<file path="src/rtl/div_rate_ctrl.sv">
// Rate sequencer for the loadable fractional divider: latches mode/trim requests,
// computes the increment word and applies it only on a divider overflow edge.
module div_rate_ctrl #(
  parameter logic [31:0] BASE_INC     = 32'd85,
  parameter int          FAST_SHIFT   = 4,
  parameter int          TRIM_W       = 8,
  parameter logic [15:0] SYNC_TIMEOUT = 16'd50000
) (
  input  logic                     i_clk,
  input  logic                     i_reset_n,
  input  logic                     i_req,
  input  logic [1:0]               i_mode,
  input  logic signed [TRIM_W-1:0] i_trim,
  input  logic                     i_div_overflow,
  output logic                     o_div_en,
  output logic                     o_div_load,
  output logic [31:0]              o_div_incriment,
  output logic                     o_busy,
  output logic                     o_ack,
  output logic                     o_err,
  output logic [1:0]               o_mode,
  output logic [2:0]               o_state
);

  // Handshake: i_req is taken on any clock edge where o_busy=0 (state IDLE);
  // a valid request ends with exactly one o_ack pulse, an invalid one with one o_err pulse.

  typedef enum logic [2:0] {
    ST_INIT = 3'd0,
    ST_IDLE = 3'd1,
    ST_WAIT = 3'd2,
    ST_LOAD = 3'd3,
    ST_DONE = 3'd4
  } state_t;

  localparam logic [1:0] MODE_RUN  = 2'd0;
  localparam logic [1:0] MODE_FAST = 2'd1;
  localparam logic [1:0] MODE_STOP = 2'd2;
  localparam logic [1:0] MODE_BAD  = 2'd3;

  // Two guard bits keep BASE_INC + 1 + trim exact for any BASE_INC value.
  localparam int SW = 34;
  localparam int FW = SW + FAST_SHIFT;
  localparam logic [SW-1:0] ONE_S = {{(SW-1){1'b0}}, 1'b1};
  localparam logic [FW-1:0] ONE_F = {{(FW-1){1'b0}}, 1'b1};

  state_t                    state_q, state_n;
  logic [1:0]                mode_q, req_mode_q;
  logic                      en_q;
  logic                      err_q;
  logic [31:0]               word_q;
  logic signed [TRIM_W-1:0]  trim_q;
  logic [15:0]               cnt_q;
  logic                      accept;
  logic                      reject;

  logic signed [SW-1:0]      step_s;
  logic [SW-1:0]             step_u;
  logic [SW-1:0]             run_wide;
  logic [FW-1:0]             fast_wide;
  logic [31:0]               run_word;
  logic [31:0]               fast_word;
  logic [31:0]               new_word;

  assign accept = (state_q == ST_IDLE) && i_req && (i_mode != MODE_BAD);
  assign reject = (state_q == ST_IDLE) && i_req && (i_mode == MODE_BAD);

  always_comb begin
    step_s    = $signed({2'b00, BASE_INC}) + $signed(ONE_S)
              + $signed({{(SW-TRIM_W){trim_q[TRIM_W-1]}}, trim_q});
    step_u    = (step_s[SW-1] || (step_s == '0)) ? ONE_S : step_s;
    run_wide  = step_u - ONE_S;
    fast_wide = ({{FAST_SHIFT{1'b0}}, step_u} << FAST_SHIFT) - ONE_F;
    run_word  = (|run_wide[SW-1:32]) ? 32'hFFFF_FFFF : run_wide[31:0];
    fast_word = (|fast_wide[FW-1:32]) ? 32'hFFFF_FFFF : fast_wide[31:0];
    new_word  = (req_mode_q == MODE_FAST) ? fast_word : run_word;
  end

  always_comb begin
    state_n = state_q;
    case (state_q)
      ST_INIT: state_n = ST_IDLE;
      ST_IDLE: if (accept) state_n = ST_WAIT;
      // A stopped divider never overflows, so leave after a single cycle.
      ST_WAIT: if (!en_q || i_div_overflow || (cnt_q == SYNC_TIMEOUT))
                 state_n = (req_mode_q == MODE_STOP) ? ST_DONE : ST_LOAD;
      ST_LOAD: state_n = ST_DONE;
      ST_DONE: state_n = ST_IDLE;
      default: state_n = ST_INIT;
    endcase
  end

  always_ff @(posedge i_clk) begin
    if (!i_reset_n) begin
      state_q    <= ST_INIT;
      mode_q     <= MODE_RUN;
      req_mode_q <= MODE_RUN;
      en_q       <= 1'b0;
      err_q      <= 1'b0;
      word_q     <= BASE_INC;
      trim_q     <= '0;
      cnt_q      <= '0;
    end else begin
      state_q <= state_n;
      err_q   <= reject;
      if (state_q == ST_INIT) begin
        en_q   <= 1'b1;
        mode_q <= MODE_RUN;
      end
      if (accept) begin
        req_mode_q <= i_mode;
        trim_q     <= i_trim;
        cnt_q      <= '0;
      end
      if (state_q == ST_WAIT) cnt_q <= cnt_q + 16'd1;
      if (state_n == ST_LOAD) word_q <= new_word;
      // Enable and mode change only together with the ack.
      if (state_n == ST_DONE) begin
        mode_q <= req_mode_q;
        en_q   <= (req_mode_q != MODE_STOP);
      end
    end
  end

  // Strobes are masked while reset is held so the reset cycle shows no load or ack.
  assign o_div_load      = i_reset_n && ((state_q == ST_INIT) || (state_q == ST_LOAD));
  assign o_ack           = i_reset_n && (state_q == ST_DONE);
  assign o_err           = i_reset_n && err_q;
  assign o_busy          = !i_reset_n || (state_q != ST_IDLE);
  assign o_div_en        = en_q;
  assign o_mode          = mode_q;
  assign o_div_incriment = word_q;
  assign o_state         = state_q;

endmodule
</file>
<file path="config.mk">
export PLATFORM = sky130hd
export DESIGN_NAME = div_rate_ctrl
export DESIGN_NICKNAME = d
export VERILOG_FILES = /design/src/rtl/div_rate_ctrl.sv
export SDC_FILE = /design/constraint.sdc
export NUM_CORES = 1
export LEC_CHECK = 0
export CORE_UTILIZATION = 54
export DETAILED_ROUTE_END_ITERATION = 10
export GPL_TIMING_DRIVEN = 0
export PLACE_DENSITY_LB_ADDON = 0.2
export SLEW_MARGIN = 0
export SYNTH_ARGS = -nofsm -noshare
export SYNTH_HDL_FRONTEND = slang
export SYNTH_SLANG_ARGS = --single-unit
</file>
<file path="constraint.sdc">
create_clock -name i_clk -period 4.4 [get_ports i_clk]
set_clock_uncertainty 0.05 [all_clocks]
set_input_delay 1.32 -clock i_clk [delete_from_list [all_inputs] [get_ports i_clk]]
set_output_delay 1.32 -clock i_clk [all_outputs]
set_load 0.02 [all_outputs]
</file>
Yosys cells after proc, flatten, opt, wreduce, memory -nomap -nowiden. Cells that the tools add are included. Widths: inputs -> output; s select.

Word-level logic and storage cells: 59. Input bits: 14. Output and inout port bits: 42. Register bits after elaboration: 65.

Multiplexer cells: 14. Equality and inequality tests: 13. Reduce and logical (&&, ||, !) cells: 20. $add $sub $neg: 4.

Operators with widths (count): $mux 32 (3); $sub 38x1->38 const B (1); $logic_not 34->1 (1); $mux 34 (1); $sub 34x1->34 const B (1); $mux 16 (2); $add 16x1->16 const B (1); $eq 16x16->1 const B (1); $pmux 3 s4 (1); $add 8x8->9 const A (1); $eq 3x2->1 const B (3); $mux 3 (3); $eq 3x3->1 const B (2); $logic_and 1x1->1 (6); $reduce_or 6->1 (1); $logic_or 1x1->1 (5); $eq 2x2->1 const B (2); $mux 2 (2); $ne 2x2->1 const B (2); $reduce_bool 2->1 (2); $reduce_or 2->1 (2); $eq 3x1->1 const B (1); $logic_not 3->1 (1); $ne 3x1->1 const B (1); 3 further kinds (5).

Depth between registers and ports, before layout.
Depth after elaboration: 8. Depth in mapped cells: 19. Depth with buffers taken out: 17.

Least setup slack after synthesis. No wires, ideal clock.

Path kind: register to register. From: reg trim_q[1]. To: reg word_q[4] (netlist: o_div_incriment[4]). Period minus slack after synthesis: 3.896 ns. Arrival time: 3.706 ns. Cell stages (with the launch flop): 19. Path buffers: 1. Setup slack: 0.504 ns. Cells stage by stage: dfxtp_1 buf_2 inv_1 ha_1 or3b_2 a21oi_1 o31a_2 a21oi_1 and2_1 ha_1 inv_1 a211oi_1 a31oi_1 ha_1 nand2_1 o21ai_1 nand2_2 o32ai_1 o211ai_1.

Word-level cells in the longest chain between the ends: 8. Elaborated cells between the ends (all ways): 11.

RTL lines: from (decl) (RTL line 52) `logic signed [TRIM_W-1:0] trim_q;`; from (signal assigned) (RTL line 112) `trim_q <= i_trim;`; $add 8x8->9 * (RTL line 70) `+ $signed({{(SW-TRIM_W){trim_q[TRIM_W-1]}}, trim_q});`; $logic_not 34->1 (RTL line 71) `step_u = (step_s[SW-1] || (step_s == '0)) ? ONE_S : step_s;`; $logic_or 1x1->1 (RTL line 71); $mux 34 * (RTL line 71); $sub 38x1->38 or $sub 34x1->34 (tied branches) (RTL line 73, 72); $reduce_or 6->1 or $reduce_or 2->1 (tied branches) (RTL line 75, 74); $mux 32, on equally long branches (RTL line 75, 74); $mux 32 * (RTL line 76) `new_word = (req_mode_q == MODE_FAST) ? fast_word : run_word;`; to (signal assigned) (RTL line 116) `if (state_n == ST_LOAD) word_q <= new_word;`; to (decl) (RTL line 51) `logic [31:0] word_q;`.

Every way passes the cells marked *; elsewhere a longest branch is shown, timed or not. A chain may end at the register's enable or synchronous reset.

Worst setup path after layout.
From: in i_reset_n. To: out o_ack.

Word-level cells in the longest chain between the ends: 1.

RTL lines: from (decl) (RTL line 10) `input logic i_reset_n,`; $logic_and 1x1->1 (RTL line 127) `assign o_ack = i_reset_n && (state_q == ST_DONE);`; to (decl) (RTL line 19) `output logic o_ack,`.

Every way passes these cells.

==> results_dict.tcl <==
set metrics [dict create \
    n_fill_cell 502 \
    vias_per_cell 5.86 \
    grt_pass1_vias 3195 \
    finalHoldViolCount 0 \
    relSlewSlack_pct 41.4 \
    setup_slack_ns 0.0801 \
    setup.worst_path.class "in2out" \
    drtAntennaViolNets 0 \
    muxShareOfSynthArea_pct 1.50 \
    hold_path_class "reg2reg" \
    diodes 0 \
    ys.flop_type "dfxtp_1" \
    status "finished, final reports clean" \
    dr.pass1.iters 4 \
    finalSetupTns_ns 0 \
    area_delta_synth_final_pct 28.8 \
    cp-end-kind "output port" \
    yosys.area.top_type "dfxtp_1" \
    cts_tree "yes" \
    setup_viol 0 \
    yosys.area_share.simple_pct 26.8 \
    wl_um 9420 \
    multi_input_area_um2 2060 \
    reg2reg_depth 19 \
    leakagePower_nw 1.59 \
    holdWs_ns 0.421 \
    drive_gt1_share_pct 10.6 \
    crit_path_max_fanout 10 \
    path_cells "clkdlybuf4s50_1, buf_2, nand2_1, nor3_1, clkdlybuf4s50_1" \
    worst_pin_slew_ns 0.872 \
    seqCellArea_um2 1300 \
    drc_errors 0 \
    synth-async-reset-ratio_pct 0 \
    dp_slack_ns -0.378 \
    root_buffer "clkbuf_8" \
    synth_xor_area_share_pct 2.04 \
    slowest_delay_ns 0.63 \
    cts.clk_slew.worst_paths_ns 0.08 \
    path_delay_family "buffers and inverters" \
    hpwl_um 6800 \
    num_vias 3533 \
    avgSynthCellArea_um2 7.77 \
    netlist_instances 441 \
    fin_crit_ns 4.32 \
    die_h_um 81.7 \
    routabilityCongestion 0.926 \
    cts.sinks 65 \
    grt_first_pass_wirelength_um 15000 \
    die_x_um 81.7 \
    critical_path_buf_inv_count 3 \
    post_dp_cell_area_um2 4110 \
    maxCapViolations 0 \
    postLayoutCellArea_um2 4420 \
    cp_common_cell "clkdlybuf4s50_1" \
    core_area_um2 6030 \
    cts_buffer_depth 2 \
    holdPathStages 2 \
    yosysMostFrequentCell "dfxtp_1" \
    track_usage_pct 30.1 \
    synth_top_area_share_pct 38.0 \
    final.period_utilization_pct 98.2 \
    die_area_um2 6670 \
    core.rowCount 28 \
    drt-initial-drc-count 286 \
    powerDensity_nw_per_um2 312 \
    gr-total-overflow 0 \
    nets 549 \
    vdd_drop_max_v 0.000260 \
    start_kind "input port" \
    critical_path_required_ns 3.03 \
    antenna_found_initial 0 \
    numCtsBuffers 9 \
    synth_compound_area_share_pct 22.4 \
    wl_per_cell_um 15.6 \
    cp_slowest_cell "clkdlybuf4s50_1" \
    yosys-top-cells-area "dfxtp_1 38%, a21oi_1 6.1%, nand2_1 5.8%" \
    grt_max_degree 12 \
    portBuffers 55 \
    netlist_area_um2 3430 \
    fmax_ghz 0.231 \
    ys_types 58 \
    io_pins 56 \
    synth_warnings 0 \
    synth-seq-cells 65 \
    synth_edf_count 0 \
    synth_top_family_by_area "simple AND/OR/NAND/NOR gates" \
    start_util_pct 56.9 \
    htreeDepth 3 \
    clkLatencyLatePin_ns 0.35 \
    synth_seq_area_share_pct 38.0 \
    cts_hold_buf 0 \
    synthTopCellsByCount "65 x dfxtp_1, 53 x nand2_1, 51 x nor2_1" \
    slew_viol_final 0 \
    cp.arrival_ns 2.95 \
    cp.depth 5 \
    yosys.area_share.adder_pct 4.38 \
]
## flip-flops by register name (all words and copies together) (netlist names)
name,flops
o_div_en,1
o_div_incriment,32
o_mode,2
o_state,3
trim_q,8
cnt_q,16
err_q,1
req_mode_q,2
## per-stage QoR
| step | utilization, % | std cells | total power, mW |
|---|---|---|---|
| final | 73.3 | 603 | 1.38 |
| after global routing | 73.3 | 603 | 1.43 |
| after CTS | 72.2 | 599 | 1.36 |
| after detailed placement | 68.3 | 582 | 0.857 |
| after global placement | 68.3 | 582 | 0.852 |
| after floorplan | - | 452 | 0.773 |
## power breakdown
| group | internal, mW | leakage (nW) | switching [mW] |
|---|---|---|---|
| Combinational | 0.0941 | 0.971 | 0.140 |
| Sequential | 0.609 | 0.527 | 0.0144 |
| Clock | 0.275 | 0.0953 | 0.243 |
## cells by family after synthesis
logic type                 after synthesis
and+or+nand+nor                        185
AOI/OAI and AO/OA                      124
DFF                                     65
buffers and inverters                   41
adders and majority gates               12
xor gates and xnor gates                 8
muxes                                    5
other                                    1
## cells in the final DEF (no fill, tap or decap), types with 4 or more instances in the layout
master	instances
dfxtp_1	65
clkdlybuf4s50_1	54
nand2_1	53
nor2_1	51
a21oi_1	40
o21ai_0	33
nand3_1	19
clkbuf_1	15
conb_1	12
buf_2	11
inv_1	10
ha_1	10
clkbuf_8	10
a311oi_1	9
nand4_1	9
nor3_1	9
a31oi_1	8
nand3b_1	6
o211ai_1	6
a211oi_1	5
buf_4	5
or2_2	4
xor2_1	4
mux2i_1	4
nor4_1	4
and3_1	4
## what timing repair did
action / 4_1_cts / 5_1_grt
gates resized for setup: 11 / 9
pin swaps: 1 / 2
buffers inserted: 1 / 4
endpoints found under the setup margin: 33 / 31
hold endpoints to repair: 0 / 0
## worst register-to-register path, stage by stage (launching register included)
cell and delay [ns]:
dfxtp_1 0.31, buf_2 0.17, inv_1 0.09, ha_1 0.27, or3b_2 0.47, a21oi_2 0.20
o31a_2 0.24, a21oi_2 0.13, and2_1 0.21, ha_1 0.25, inv_2 0.13, a211oi_2 0.07
a31oi_2 0.25, ha_2 0.24, nand2_1 0.11, o21ai_4 0.27, and2_1 0.16, buf_2 0.19
o221ai_1 0.15, o2111a_1 0.16
## metal layers
metal	share of wire, %	wire length [um]	GRT usage (%)	vias to the layer above
li1	-	-	-	1741
met1	45	4270	38.3	1660
met2	48	4480	50.1	112
met3	4.9	460	5.78	20
met4	2.2	209	11.8	0
met5	0	0	0	-
## final cells by class
class / count / area share, %
sequential: 65 / 29.5
multi-input combinational: 346 / 46.7
tap: 75 / 2.13
buffer: 29 / 2.92
clock inverter: 5 / 1.25
inverter: 12 / 1.02
clock buffer: 11 / 3.20
timing repair buffer: 60 / 13.3
## path summary, 6_finish.rpt
| check | start | slack (ns) | endpoint |
|---|---|---|---|
| setup / recovery | i_reset_n | 0.08 | o_ack |
| hold / removal | o_div_incriment[23]$_SDFFE_PN0N_ | 0.42 | o_div_incriment[23]$_SDFFE_PN0N_ |
| setup reg to reg | trim_q[1]$_SDFFE_PN0P_ | 0.20 | o_div_incriment[7]$_SDFFE_PN0N_ |
| hold reg to reg | o_div_incriment[23]$_SDFFE_PN0N_ | 0.42 | o_div_incriment[23]$_SDFFE_PN0N_ |
Power figures use the tool's default switching activity.
